[src/rtl/program_load_controller.sv]
// -----------------------------------------------------------------------------
// program_load_controller
//
// Sits between the UART receiver and the instruction fetch stage. It loads a
// program from the host byte stream into instruction memory one word at a
// time. It then controls the fetch stage stall so the program runs
// continuously, runs a single step, or stays halted.
//
// Host protocol (one byte per i_rx_valid strobe):
//   'L' N b0 b1 ...  load N words; each word is sent MSB byte first
//   'R'              run until byte 'H' arrives or fetch outputs HALT_WORD
//   'S'              release the stall for exactly one cycle
//   'H'              no-op while idle; stops a run
//
// Ports
//   clk, rst        clock, synchronous active-high reset
//   i_rx_valid      one-cycle strobe, i_rx_data is valid
//   i_rx_data       received byte
//   i_instruction   word currently presented by the fetch stage
//   o_imem_we       imem write enable (one-cycle pulse)
//   o_imem_addr     imem write word address
//   o_imem_data     imem write data
//   o_stall         fetch stall (1 = hold PC)
//   o_pipe_rst      one-cycle restart pulse to fetch, issued with the last write
//   o_done          one-cycle pulse: HALT_WORD was fetched while running
//   o_err           one-cycle pulse: unknown command or illegal word count
//   o_state         current state encoding (debug)
// -----------------------------------------------------------------------------
module program_load_controller #(
    parameter  int unsigned     SIZE            = 32,
    parameter  int unsigned     MAX_INSTRUCTION = 13,
    parameter  logic [SIZE-1:0] HALT_WORD       = {SIZE{1'b1}},
    localparam int unsigned     ADDR_W          = (MAX_INSTRUCTION > 1) ? $clog2(MAX_INSTRUCTION) : 1
) (
    input  logic              clk,
    input  logic              rst,
    input  logic              i_rx_valid,
    input  logic [7:0]        i_rx_data,
    input  logic [SIZE-1:0]   i_instruction,
    output logic              o_imem_we,
    output logic [ADDR_W-1:0] o_imem_addr,
    output logic [SIZE-1:0]   o_imem_data,
    output logic              o_stall,
    output logic              o_pipe_rst,
    output logic              o_done,
    output logic              o_err,
    output logic [2:0]        o_state
);

    localparam int unsigned BYTES  = SIZE / 8;
    localparam int unsigned BCNT_W = (BYTES > 1) ? $clog2(BYTES) : 1;

    localparam logic [BCNT_W-1:0] BYTE_LAST = BCNT_W'(BYTES - 1);
    localparam logic [7:0]        MAX_N     = 8'(MAX_INSTRUCTION);

    localparam logic [7:0] CMD_LOAD = 8'h4C;  // 'L'
    localparam logic [7:0] CMD_RUN  = 8'h52;  // 'R'
    localparam logic [7:0] CMD_STEP = 8'h53;  // 'S'
    localparam logic [7:0] CMD_HALT = 8'h48;  // 'H'

    typedef enum logic [2:0] {
        ST_IDLE      = 3'd0,
        ST_LOAD_CNT  = 3'd1,
        ST_LOAD_DATA = 3'd2,
        ST_RUN       = 3'd3,
        ST_STEP      = 3'd4
    } state_e;

    state_e            state_q;
    logic [BCNT_W-1:0] byte_cnt_q;   // bytes of the current word received so far
    logic [ADDR_W-1:0] word_idx_q;   // address of the word being assembled
    logic [ADDR_W-1:0] word_last_q;  // N-1, the address of the final word
    logic [SIZE-1:0]   shift_q;
    logic              imem_we_q;
    logic [ADDR_W-1:0] imem_addr_q;
    logic [SIZE-1:0]   imem_data_q;
    logic              stall_q;
    logic              pipe_rst_q;
    logic              done_q;
    logic              err_q;

    // The word as it stands once the incoming byte is shifted in (MSB first).
    logic [SIZE-1:0] shift_d;
    assign shift_d = (shift_q << 8) | SIZE'(i_rx_data);

    always_ff @(posedge clk) begin
        if (rst) begin
            state_q     <= ST_IDLE;
            byte_cnt_q  <= '0;
            word_idx_q  <= '0;
            word_last_q <= '0;
            shift_q     <= '0;
            imem_we_q   <= 1'b0;
            imem_addr_q <= '0;
            imem_data_q <= '0;
            stall_q     <= 1'b1;
            pipe_rst_q  <= 1'b0;
            done_q      <= 1'b0;
            err_q       <= 1'b0;
        end else begin
            // NOTE: non-blocking defaults first; a later assignment in this
            // block wins, so every pulse drops back to 0 unless raised below.
            imem_we_q  <= 1'b0;
            pipe_rst_q <= 1'b0;
            done_q     <= 1'b0;
            err_q      <= 1'b0;

            case (state_q)
                ST_IDLE: begin
                    stall_q <= 1'b1;
                    if (i_rx_valid) begin
                        case (i_rx_data)
                            CMD_LOAD: state_q <= ST_LOAD_CNT;
                            CMD_RUN: begin
                                state_q <= ST_RUN;
                                stall_q <= 1'b0;
                            end
                            CMD_STEP: begin
                                state_q <= ST_STEP;
                                stall_q <= 1'b0;
                            end
                            CMD_HALT: state_q <= ST_IDLE;
                            default:  err_q   <= 1'b1;
                        endcase
                    end
                end

                ST_LOAD_CNT: begin
                    if (i_rx_valid) begin
                        if (i_rx_data == 8'd0 || i_rx_data > MAX_N) begin
                            err_q   <= 1'b1;
                            state_q <= ST_IDLE;
                        end else begin
                            word_last_q <= ADDR_W'(i_rx_data - 8'd1);
                            word_idx_q  <= '0;
                            byte_cnt_q  <= '0;
                            state_q     <= ST_LOAD_DATA;
                        end
                    end
                end

                ST_LOAD_DATA: begin
                    if (i_rx_valid) begin
                        shift_q <= shift_d;
                        if (byte_cnt_q == BYTE_LAST) begin
                            byte_cnt_q  <= '0;
                            imem_we_q   <= 1'b1;
                            imem_addr_q <= word_idx_q;
                            imem_data_q <= shift_d;
                            // The last word restarts fetch so the new program runs from PC 0.
                            // The index is held here so it never passes N-1.
                            if (word_idx_q == word_last_q) begin
                                pipe_rst_q <= 1'b1;
                                state_q    <= ST_IDLE;
                            end else begin
                                word_idx_q <= word_idx_q + 1'b1;
                            end
                        end else begin
                            byte_cnt_q <= byte_cnt_q + 1'b1;
                        end
                    end
                end

                ST_RUN: begin
                    // A fetched halt word takes priority so that o_done still
                    // pulses when an 'H' byte arrives in the same cycle.
                    if (i_instruction == HALT_WORD) begin
                        done_q  <= 1'b1;
                        stall_q <= 1'b1;
                        state_q <= ST_IDLE;
                    end else if (i_rx_valid && i_rx_data == CMD_HALT) begin
                        stall_q <= 1'b1;
                        state_q <= ST_IDLE;
                    end
                end

                ST_STEP: begin
                    stall_q <= 1'b1;
                    state_q <= ST_IDLE;
                end

                default: begin
                    stall_q <= 1'b1;
                    state_q <= ST_IDLE;
                end
            endcase
        end
    end

    assign o_imem_we   = imem_we_q;
    assign o_imem_addr = imem_addr_q;
    assign o_imem_data = imem_data_q;
    assign o_stall     = stall_q;
    assign o_pipe_rst  = pipe_rst_q;
    assign o_done      = done_q;
    assign o_err       = err_q;
    assign o_state     = state_q;

endmodule
[config.mk]
export PLATFORM = sky130hd
export DESIGN_NAME = program_load_controller
export DESIGN_NICKNAME = d
export VERILOG_FILES = /design/src/rtl/program_load_controller.sv
export SDC_FILE = /design/constraint.sdc
export NUM_CORES = 1
export LEC_CHECK = 0
export ABC_AREA = 1
export BUFFER_PORTS_ARGS = -buffer_cell sky130_fd_sc_hd__buf_2
export CORE_MARGIN = 5
export CORE_UTILIZATION = 30
export DETAILED_ROUTE_END_ITERATION = 16
export PLACE_DENSITY_LB_ADDON = 0.12
export SKIP_LAST_GASP = 1
export SYNTH_ARGS = -nofsm -noshare
export SYNTH_HDL_FRONTEND = slang
export SYNTH_SLANG_ARGS = --single-unit
export TNS_END_PERCENT = 20
[constraint.sdc]
create_clock -name clk -period 2.7 [get_ports clk]
set_input_delay 0.135 -clock clk [delete_from_list [all_inputs] [get_ports clk]]
set_output_delay 0.135 -clock clk [all_outputs]
set_load 0.01 [all_outputs]
=== Word-level counts from Yosys, hierarchy flattened ===
Cells that the tools add are included.

* Bitwise operators: 7
* Muxes and demuxes: 34
* $lt $le $gt $ge: 1
* Reductions and logical operators: 18
* Add/sub/neg operators: 3
* Equal/unequal tests: 19

{| class="wikitable"
|+ Operators by type and width
! operator !! count
|-
| equality test 32 bit (second input constant) || 1
|-
| equality test 8 x 7 -> 1 bit (second input constant) || 4
|-
| OR 32 x 8 -> 32 bit || 1
|-
| one-hot mux 3 bit (4 select lines) || 2
|-
| 2-to-1 mux 3 bit || 7
|-
| 2-to-1 mux 4 bit || 5
|-
| inequality test 2 bit (second input constant) || 7
|-
| 2-to-1 mux 1 bit || 11
|-
| 2-to-1 mux 2 bit || 5
|-
| greater-than comparator 8 x 4 -> 1 bit (second input constant) || 1
|-
| logical NOT 8 bit || 1
|-
| one-hot mux 4 bit (2 select lines) || 1
|-
| OR reduction 4 bit || 2
|-
| AND reduction 7 bit || 1
|-
| equality test 3 x 2 -> 1 bit (second input constant) || 2
|-
| NOT 1 bit || 6
|-
| AND reduction 3 bit || 2
|-
| AND reduction 6 bit || 1
|-
| OR reduction 2 bit || 3
|-
| inequality test 5 x 2 -> 1 bit (second input constant) || 1
|-
| adder 4 x 1 -> 4 bit (second input constant) || 1
|-
| equality test 4 bit || 1
|-
| one-hot mux 2 bit (2 select lines) || 1
|-
| AND reduction 2 bit || 2
|-
| other kinds (13) || 13
|}

* Flip-flop bits (word level): 78
* Input port bits: 43
* Logic and storage cells: 94

=== Longest topological paths before layout ===
Gate-level depths: netlist (run 1).

* Word-level depth: 5
* Depth in mapped cells: 11

=== Least setup slack after synthesis (run 1) ===
No wires, ideal clock.

* Path kind: flip-flop to flip-flop
* Start point: register state_q[1], in the netlist o_state[1]
* End point: register imem_data_q[26], in the netlist o_imem_data[26]
* Arrival time: 1.284 ns
* Path slack: 1.300 ns
* Cell stages (with the launch flop): 9
* Clock period less this slack: 1.400 ns
* Data required time: 2.584 ns
* Path through: dfxtp_1 > inv_1 > nor2_4 > nand2_4 > nor2_8 > nand2_4 > buf_2 > o21ai_0 > nor2_1

* Cells in the longest elaborated chain, start to end: 2

{| class="wikitable"
|+ RTL lines
! item !! line !! text
|-
| start: declaration || 69 || <nowiki>state_e state_q;</nowiki>
|-
| start signal: assignment || 88 || <nowiki>state_q <= ST_IDLE;</nowiki>
|-
| start signal: assignment || 113 || <nowiki>CMD_LOAD: state_q <= ST_LOAD_CNT;</nowiki>
|-
| start signal: assignment || 115 || <nowiki>state_q <= ST_RUN;</nowiki>
|-
| equality test 3 x 2 -> 1 bit || 108 || <nowiki>case (state_q)</nowiki>
|-
| AND reduction 3 bit (no source line) || n/a ||
|-
| end signal: assignment || 149 || <nowiki>imem_data_q <= shift_d;</nowiki>
|-
| end: declaration || 76 || <nowiki>logic [SIZE-1:0] imem_data_q;</nowiki>
|}

No other way between the ends.
A chain may end at the register's enable or synchronous reset.

=== Worst setup path in the final report (run 1) ===
* Start point: register state_q[1], in the netlist o_state[1]
* End point: register imem_data_q[4], in the netlist o_imem_data[4]

The elaborated chain is that of the path after synthesis.

==> results of run 1 <==
cells in the mapped netlist, drive strengths merged:
master,number,area (µm²)
nand2,99,394
nor2,90,398
dfxtp,78,1560
o21ai,53,269
nand3,40,213
inv,36,135
a21oi,21,116
buf,11,61.3
ha,7,87.6
clkbuf,6,22.5
a211oi,3,22.5
xor2,3,26.3
nand4,2,12.5
nor3,2,10.0
and2,1,6.26
nand3b,1,7.51
layer usage:
| metal | global-route usage, % | share of wire [%] | up-vias | wire, µm |
|---|---|---|---|---|
| met5 | 0 | 0 | - | 0 |
| met4 | 7.04 | 2.4 | 0 | 203 |
| met3 | 2.87 | 6.1 | 15 | 525 |
| met2 | 19.1 | 40 | 99 | 3460 |
| met1 | 19.5 | 51 | 1336 | 4360 |
| li1 | - | - | 1618 | - |
layout make-up:
type | instances | area [µm²]
clock inverter | 5 | 60.1
fill | 1158 | 6800
timing repair buffer | 90 | 460
inverter | 36 | 135
multi-input combinational | 322 | 1560
clock buffer | 10 | 138
tap | 140 | 175
sequential | 78 | 1560
registers in the layout (all words and copies together), names as in the netlist:
name         count
o_stall          1
o_imem_data     32
o_err            1
word_last_q      4
o_pipe_rst       1
o_imem_we        1
o_done           1
word_idx_q       4
o_imem_addr      4
shift_q         24
o_state          3
byte_cnt_q       2
metrics by stage:
stage,setup slack (ns),hold slack (ns),total power [mW]
6_report,0.823,0.0611,2.72
5_1_grt,0.591,0.0706,2.91
4_1_cts,0.772,0.0394,2.75
3_5_place_dp,0.805,0.418,1.87
2_1_floorplan,1.30,0.286,1.71
3_3_place_gp,0.898,0.413,1.87
layout by cell type (no fill, tap or decap), types with 3 or more instances in the layout:
cell      synthesis  final
nand2_1          96     96
dfxtp_1          78     78
nand3_1          39     39
o21ai_1           8      8
nor2_4            3      3
nand2_4           3      3
o21ai_0          44     44
buf_4             1      4
buf_2             7     86
inv_2             7      7
inv_1            29     29
ha_1              7      7
clkbuf_8          0     10
nor2_1           83     83
xor2_1            3      3
a211oi_1          3      3
a21oi_1          20     20
worst reg2reg max path: stages, from the launching register on:
cell and delay [ns]:
dfxtp_1 0.37, inv_1 0.10, nor2_4 0.14, nand2_4 0.12, nor2_8 0.21, nand2_4 0.27
nor2_8 0.31, inv_2 0.15, o21ai_1 0.15
power breakdown:
part | internal, mW | switching (mW)
sequential | 1.25 | 0.0862
clock | 0.449 | 0.431
combinational | 0.180 | 0.323
total | 1.88 | 0.840
kinds of logic (layout without fill, tap and decap cells):
kind of cell	after synthesis	after routing	synth area share, %
compound gates	77	77	12.2
simple gates	235	235	31.1
fa+ha+maj	7	7	2.62
buf+inv	53	141	6.55
flops	78	78	46.7
xor+xnor	3	3	0.786
path summary, 6_finish.rpt:
check | endpoint
max | o_imem_data[4]
min | shift_q[7]
max reg2reg | o_imem_data[4]
min reg2reg | o_imem_data[21]
==> flow_summary.json, run 1 <==
{
  "detail-route-antenna-nets": 0,
  "reg2reg_depth": 8,
  "fin_skew_ns": 0.0109,
  "finalNetCount": 587,
  "layout-drive-gt1-share_pct": 23.1,
  "maxCapViolCount": 0,
  "die-width_um": 116,
  "final.period_utilization_pct": 69.5,
  "synthesis.instances": 453,
  "die_area_mm2": 0.0134,
  "final_cell_count_no_fill": 681,
  "globalplace.congestion": 0.851,
  "port-buffer-count": 86,
  "timing.reg2reg.setup_slack_ns": 0.82,
  "drt-wirelength-per-cell_um": 12.6,
  "tritoncts.num_buffers": 9,
  "cp_slowest_cell": "dfxtp_1",
  "global_route.usage.total_pct": 13.6,
  "synthesis.yosys.warnings": 0,
  "die_h_um": 116,
  "finalCriticalPeriod_ns": 1.88,
  "areaGrowthSynthToFinish_pct": 22.4,
  "firstDrtPassIters": 4,
  "hold_buffers": 0,
  "timing.critical_path.arrival_ns": 2.16,
  "cts_tree": "built",
  "initial_utilization_pct": 30.7,
  "utilization_pct": 37.6,
  "path_buf_inv": 2,
  "clock_path_buffers": 2,
  "timing.rr.start": "o_state[1]",
  "synthDistinctLibCells": 28,
  "power.static_leakage_nw": 2.03,
  "grt_start_max_net_pins": 35,
  "route.detailed.drc": 0,
  "dpl-instance-area_mm2": 0.00389,
  "vdd_drop_max_mv": 0.228,
  "grt_antenna_before_repair": 0,
  "critical_path_class": "flip-flop to flip-flop",
  "global_route_wire_length_before_repair_um": 14400,
  "critical_path.endpoint_type": "flip-flop",
  "worst_path_largest_cell_delay_ns": 0.37,
  "fin_setup_tns_ns": 0,
  "post-route-cell-area_mm2": 0.00409,
  "worstHoldPathType": "input port to flip-flop",
  "core_footprint_mm2": 0.0109,
  "hold_violations": 0,
  "timing.critical_path.depth": 8,
  "placed_cells_incl_taps": 666,
  "htree_levels": 3,
  "route.vias.total": 3068,
  "cpLargestDelayFamily": "simple AND/OR/NAND/NOR gates",
  "syn_nets": 503,
  "required_ns": 2.99,
  "globalRoute.totalOverflow": 0,
  "worst_setup_hold_path_clk_slew_ns": 0.08,
  "rsz0062_at_grt": "false",
  "postSynthAreaPerCell_um2": 7.38,
  "sequence_of_cells_on_the_critical_path": "inv_1 > nor2_4 > nand2_4 > nor2_8 > nand2_4 > nor2_8 > inv_2 > o21ai_1",
  "timing.hold.worst_path_depth": 3,
  "final_max_slew_viol_count": 0,
  "hp-start": "i_rx_data[7]",
  "worst_setup_path_start_kind": "flip-flop",
  "synth_seq_area_share_pct": 46.7,
  "number_of_global_route_vias_before_repair": 2973,
  "run_status": "complete, no violations",
  "boundaryPins": 87,
  "worstSkewPairLatency_ns": 0.35,
  "maxClockFrequency_mhz": 533,
  "drt_first_iter_violations": 184,
  "cell_area_after_technology_mapping_mm2": 0.00334,
  "cts-resized-gates": 0,
  "buffer_count_from_post_cts_setup_fixing": 0,
  "ctsRootBufferMaster": "clkbuf_8",
  "setup_viol": 0,
  "actual_transition_at_the_worst_max_transition_pin_ns": 0.465,
  "fp-row-count": 38,
  "timing.critical_path.fanout_max": 34,
  "critPathLaunch": "o_state[1]",
  "routed_via_density": 4.51,
  "routed_wirelength_um": 8550,
  "synth.ff_latch_count": 78,
  "p_per_area_mw_per_mm2": 665,
  "worst_slew_margin_rel_pct": 68.9,
  "dpl.hpwl_um": 6320,
  "insertedDiodeCount": 0,
  "clock_sink_count": 78
}
No activity file was read; power rests on OpenSTA's default activity.
==> run 2, diff against run 1 <==
Settings changed: ABC_AREA 1 to 0.
Clock period 2.7 ns to 1.53 ns, I/O delays scaled along.
==> run 2 against run 1 <==
  * The flow now finishes with violations (setup timing)
  * Final area rose by 13%
  * Critical endpoint is now byte_cnt_q[1]
  * Synthesized area shrank 0.26%
  * Setup slack got worse by 1.0 ns
  * Total power grew 58%
  * Utilization rose by 5.1 points
  * Combinational power down 21%
  * Largest power group unchanged
  * Sequential power grew 54%
  * Sequential cell count stayed put
  * Worst hold slack lost 0.013 ns
  * Highest routed layer unchanged
==> flow_summary.json, run 2 <==
{
  "global_route.usage.total_pct": 14.0,
  "final_cell_mix": "nand2_1 (128), buf_2 (86), dfxtp_1 (74), a21oi_1 (70), buf_4 (50)",
  "async_flop_share_pct": 0,
  "vdd_drop_max_mv": 0.411,
  "detail-route-antenna-nets": 0,
  "fp-row-count": 38,
  "synth_largest_type_area_fraction_pct": 46.8,
  "critical_path_class": "flip-flop to flip-flop",
  "clock_path_buffers": 2,
  "grt_antenna_before_repair": 0,
  "sequence_of_cells_on_the_critical_path": "or4b_4 > nor4b_4 > buf_4 > o21ai_0 > a22oi_1 > nor2_1",
  "die_area_mm2": 0.0133,
  "leading_cell_types_by_total_area_after_synthesis": "dfxtp_1 (47%), nand2_1 (14%), a21oi_1 (11%)",
  "path_buf_inv": 1,
  "most_common_library_cell_in_the_layout_ignoring_fill_and_taps": "nand2_1",
  "tritoncts.num_buffers": 9,
  "htree_levels": 3,
  "hold_slack_ns": 0.0483,
  "timing.critical_path.arrival_ns": 1.98,
  "finalCriticalPeriod_ns": 1.75,
  "synth_fa_ha_area_share_pct": 2.63,
  "failed_checks": "setup timing",
  "drt-wirelength-per-cell_um": 13.9,
  "worst_slew_margin_rel_pct": 70.2,
  "fin_skew_ns": 0.0118,
  "run_status": "finished, violations left",
  "core_footprint_mm2": 0.0109,
  "synth_edf_count": 0,
  "cpLargestDelayFamily": "simple AND/OR/NAND/NOR gates",
  "power.switching_fraction_pct": 23.5,
  "dpl.hpwl_um": 6600,
  "routed_via_density": 4.76,
  "pwr-share-comb_pct": 9.3,
  "yosys.cell_count.top_type": "nand2_1",
  "boundaryPins": 87,
  "routed_wirelength_um": 9420,
  "synth_xor_xnor_area_share_pct": 1.58,
  "drt_first_iter_violations": 166,
  "required_ns": 1.77,
  "synth_largest_area_cell": "dfxtp_1",
  "die_h_um": 115,
  "dpl_worst_slack_ns": -0.294,
  "route.detailed.drc": 0,
  "power.static_leakage_nw": 1.85,
  "hold_violations": 0,
  "number_of_global_route_vias_before_repair": 3090,
  "timing.critical_path.fanout_max": 4,
  "worst_setup_path_start_kind": "flip-flop",
  "largest_register_ff_count": 32,
  "final_max_slew_viol_count": 0,
  "worstSkewPairLatency_ns": 0.36,
  "synth_seq_area_share_pct": 46.8,
  "nFillCells": 1144,
  "synth_top_family_by_area": "simple AND/OR/NAND/NOR gates",
  "grt_start_max_net_pins": 51,
  "route.vias.total": 3229,
  "globalplace.congestion": 0.783,
  "clockPowerShare_pct": 42.9,
  "setup_viol": 13,
  "critical_path.endpoint_type": "flip-flop",
  "port-buffer-count": 86,
  "ys_top_cells_by_count": "nand2_1 (128), dfxtp_1 (78), a21oi_1 (70)",
  "globalRoute.totalOverflow": 0,
  "dominantRegCellSynth": "dfxtp_1",
  "synth_simple_gate_area_share_pct": 27.3,
  "maxCapViolCount": 0,
  "p_per_area_mw_per_mm2": 928,
  "worstHoldPathType": "input port to flip-flop",
  "utilization_pct": 42.6,
  "maxClockFrequency_mhz": 572,
  "power.share.sequential_pct": 47.8,
  "global_route_wire_length_before_repair_um": 14800,
  "muxShareOfSynthArea_pct": 0.300,
  "clock_sink_count": 78,
  "cp_slowest_cell": "or4b_4",
  "cell_area_after_technology_mapping_mm2": 0.00333,
  "p_int_mw": 3.29,
  "ctsRootBufferMaster": "clkbuf_8",
  "finalNetCount": 584,
  "synthesis.instances": 405,
  "worst_path_largest_cell_delay_ns": 0.52,
  "rsz0062_at_grt": "true",
  "final_worst_path_setup_slack_ns": -0.219,
  "cts_tree": "built",
  "layout-drive-gt1-share_pct": 36.2,
  "final.period_utilization_pct": 114,
  "synthDistinctLibCells": 49,
  "firstDrtPassIters": 4,
  "initial_utilization_pct": 30.6,
  "insertedDiodeCount": 0,
  "synthesis.yosys.warnings": 0,
  "fin_setup_tns_ns": -2.18,
  "synth.ff_latch_count": 78,
  "postSynthAreaPerCell_um2": 8.23,
  "actual_transition_at_the_worst_max_transition_pin_ns": 0.447,
  "syn_nets": 455,
  "die-width_um": 115,
  "synth_compound_gate_area_share_pct": 16.7,
  "worst_setup_hold_path_clk_slew_ns": 0.08,
  "areaGrowthSynthToFinish_pct": 39.2,
  "total_switching_power_mw": 1.01
}
-- run 2: power by group through the flow --
stage	clock [mW]	combinational (mW)	sequential, mW
final	1.85	0.399	2.06
after floorplan	0	0.191	2.11
after global placement	0	0.378	2.11
after detailed placement	0	0.382	2.11
after CTS	1.90	0.386	2.06
after global routing	1.99	0.440	2.06
-- run 2: kinds of logic after synthesis --
logic type,Yosys count
AOI/OAI and AO/OA,94
muxes,1
DFF,78
and+or+nand+nor,188
buffers and inverters,31
xor gates and xnor gates,6
adders and majority gates,7
-- run 2: path summary, 6_finish.rpt --
kind	start	depth (start not counted)	endpoint	slack [ns]
setup / recovery	o_state[2]	6	byte_cnt_q[1]	-0.22
hold reg to reg	o_imem_data[26]	2	o_imem_data[26]	0.45
setup reg to reg	o_state[2]	6	byte_cnt_q[1]	-0.22
hold / removal	rst	2	o_state[1]	0.05
-- run 2: stage by stage --
stage                     cell area (µm²)  cells  power (mW)
after floorplan                      3340    405        2.30
after global placement               4250    658        2.49
after detailed placement             4250    658        2.49
after CTS                            4540    676        4.35
after global routing                 4640    679        4.50
final                                4640    679        4.31
-- run 2: worst register-to-register path, delay by kind of cell, from the launching register on --
kind                   cells  cell delay (ns)
AOI/OAI and AO/OA          2             0.28
buffers and inverters      1             0.18
DFF                        1             0.33
and+or+nand+nor            3             0.85
-- run 2: per-layer routing --
layer | track usage (%) | share of wire (%) | vias up
li1 | - | - | 1643
met1 | 19.4 | 48 | 1498
met2 | 21.5 | 45 | 79
met3 | 3.03 | 5.1 | 9
met4 | 4.93 | 1.5 | 0
met5 | 0 | 0 | -
-- run 2: what timing repair did --
item,CTS,global route
buffers inserted,1,2
hold buffers,1,0
hold endpoints to repair,1,0
setup endpoints to repair,16,75
pin swaps,3,11
gates cloned,0,1
resized for setup,7,21
-- run 2: final cells by class --
class / count / area [µm²] / area share, %
multi-input cells: 296 / 1700 / 36.6
flip-flops and latches: 78 / 1570 / 33.7
repair buffers: 145 / 946 / 20.4
well taps: 140 / 175 / 3.77
clock buffers: 12 / 165 / 3.56
clock inverters: 4 / 77.6 / 1.67
inverters: 4 / 15.0 / 0.323
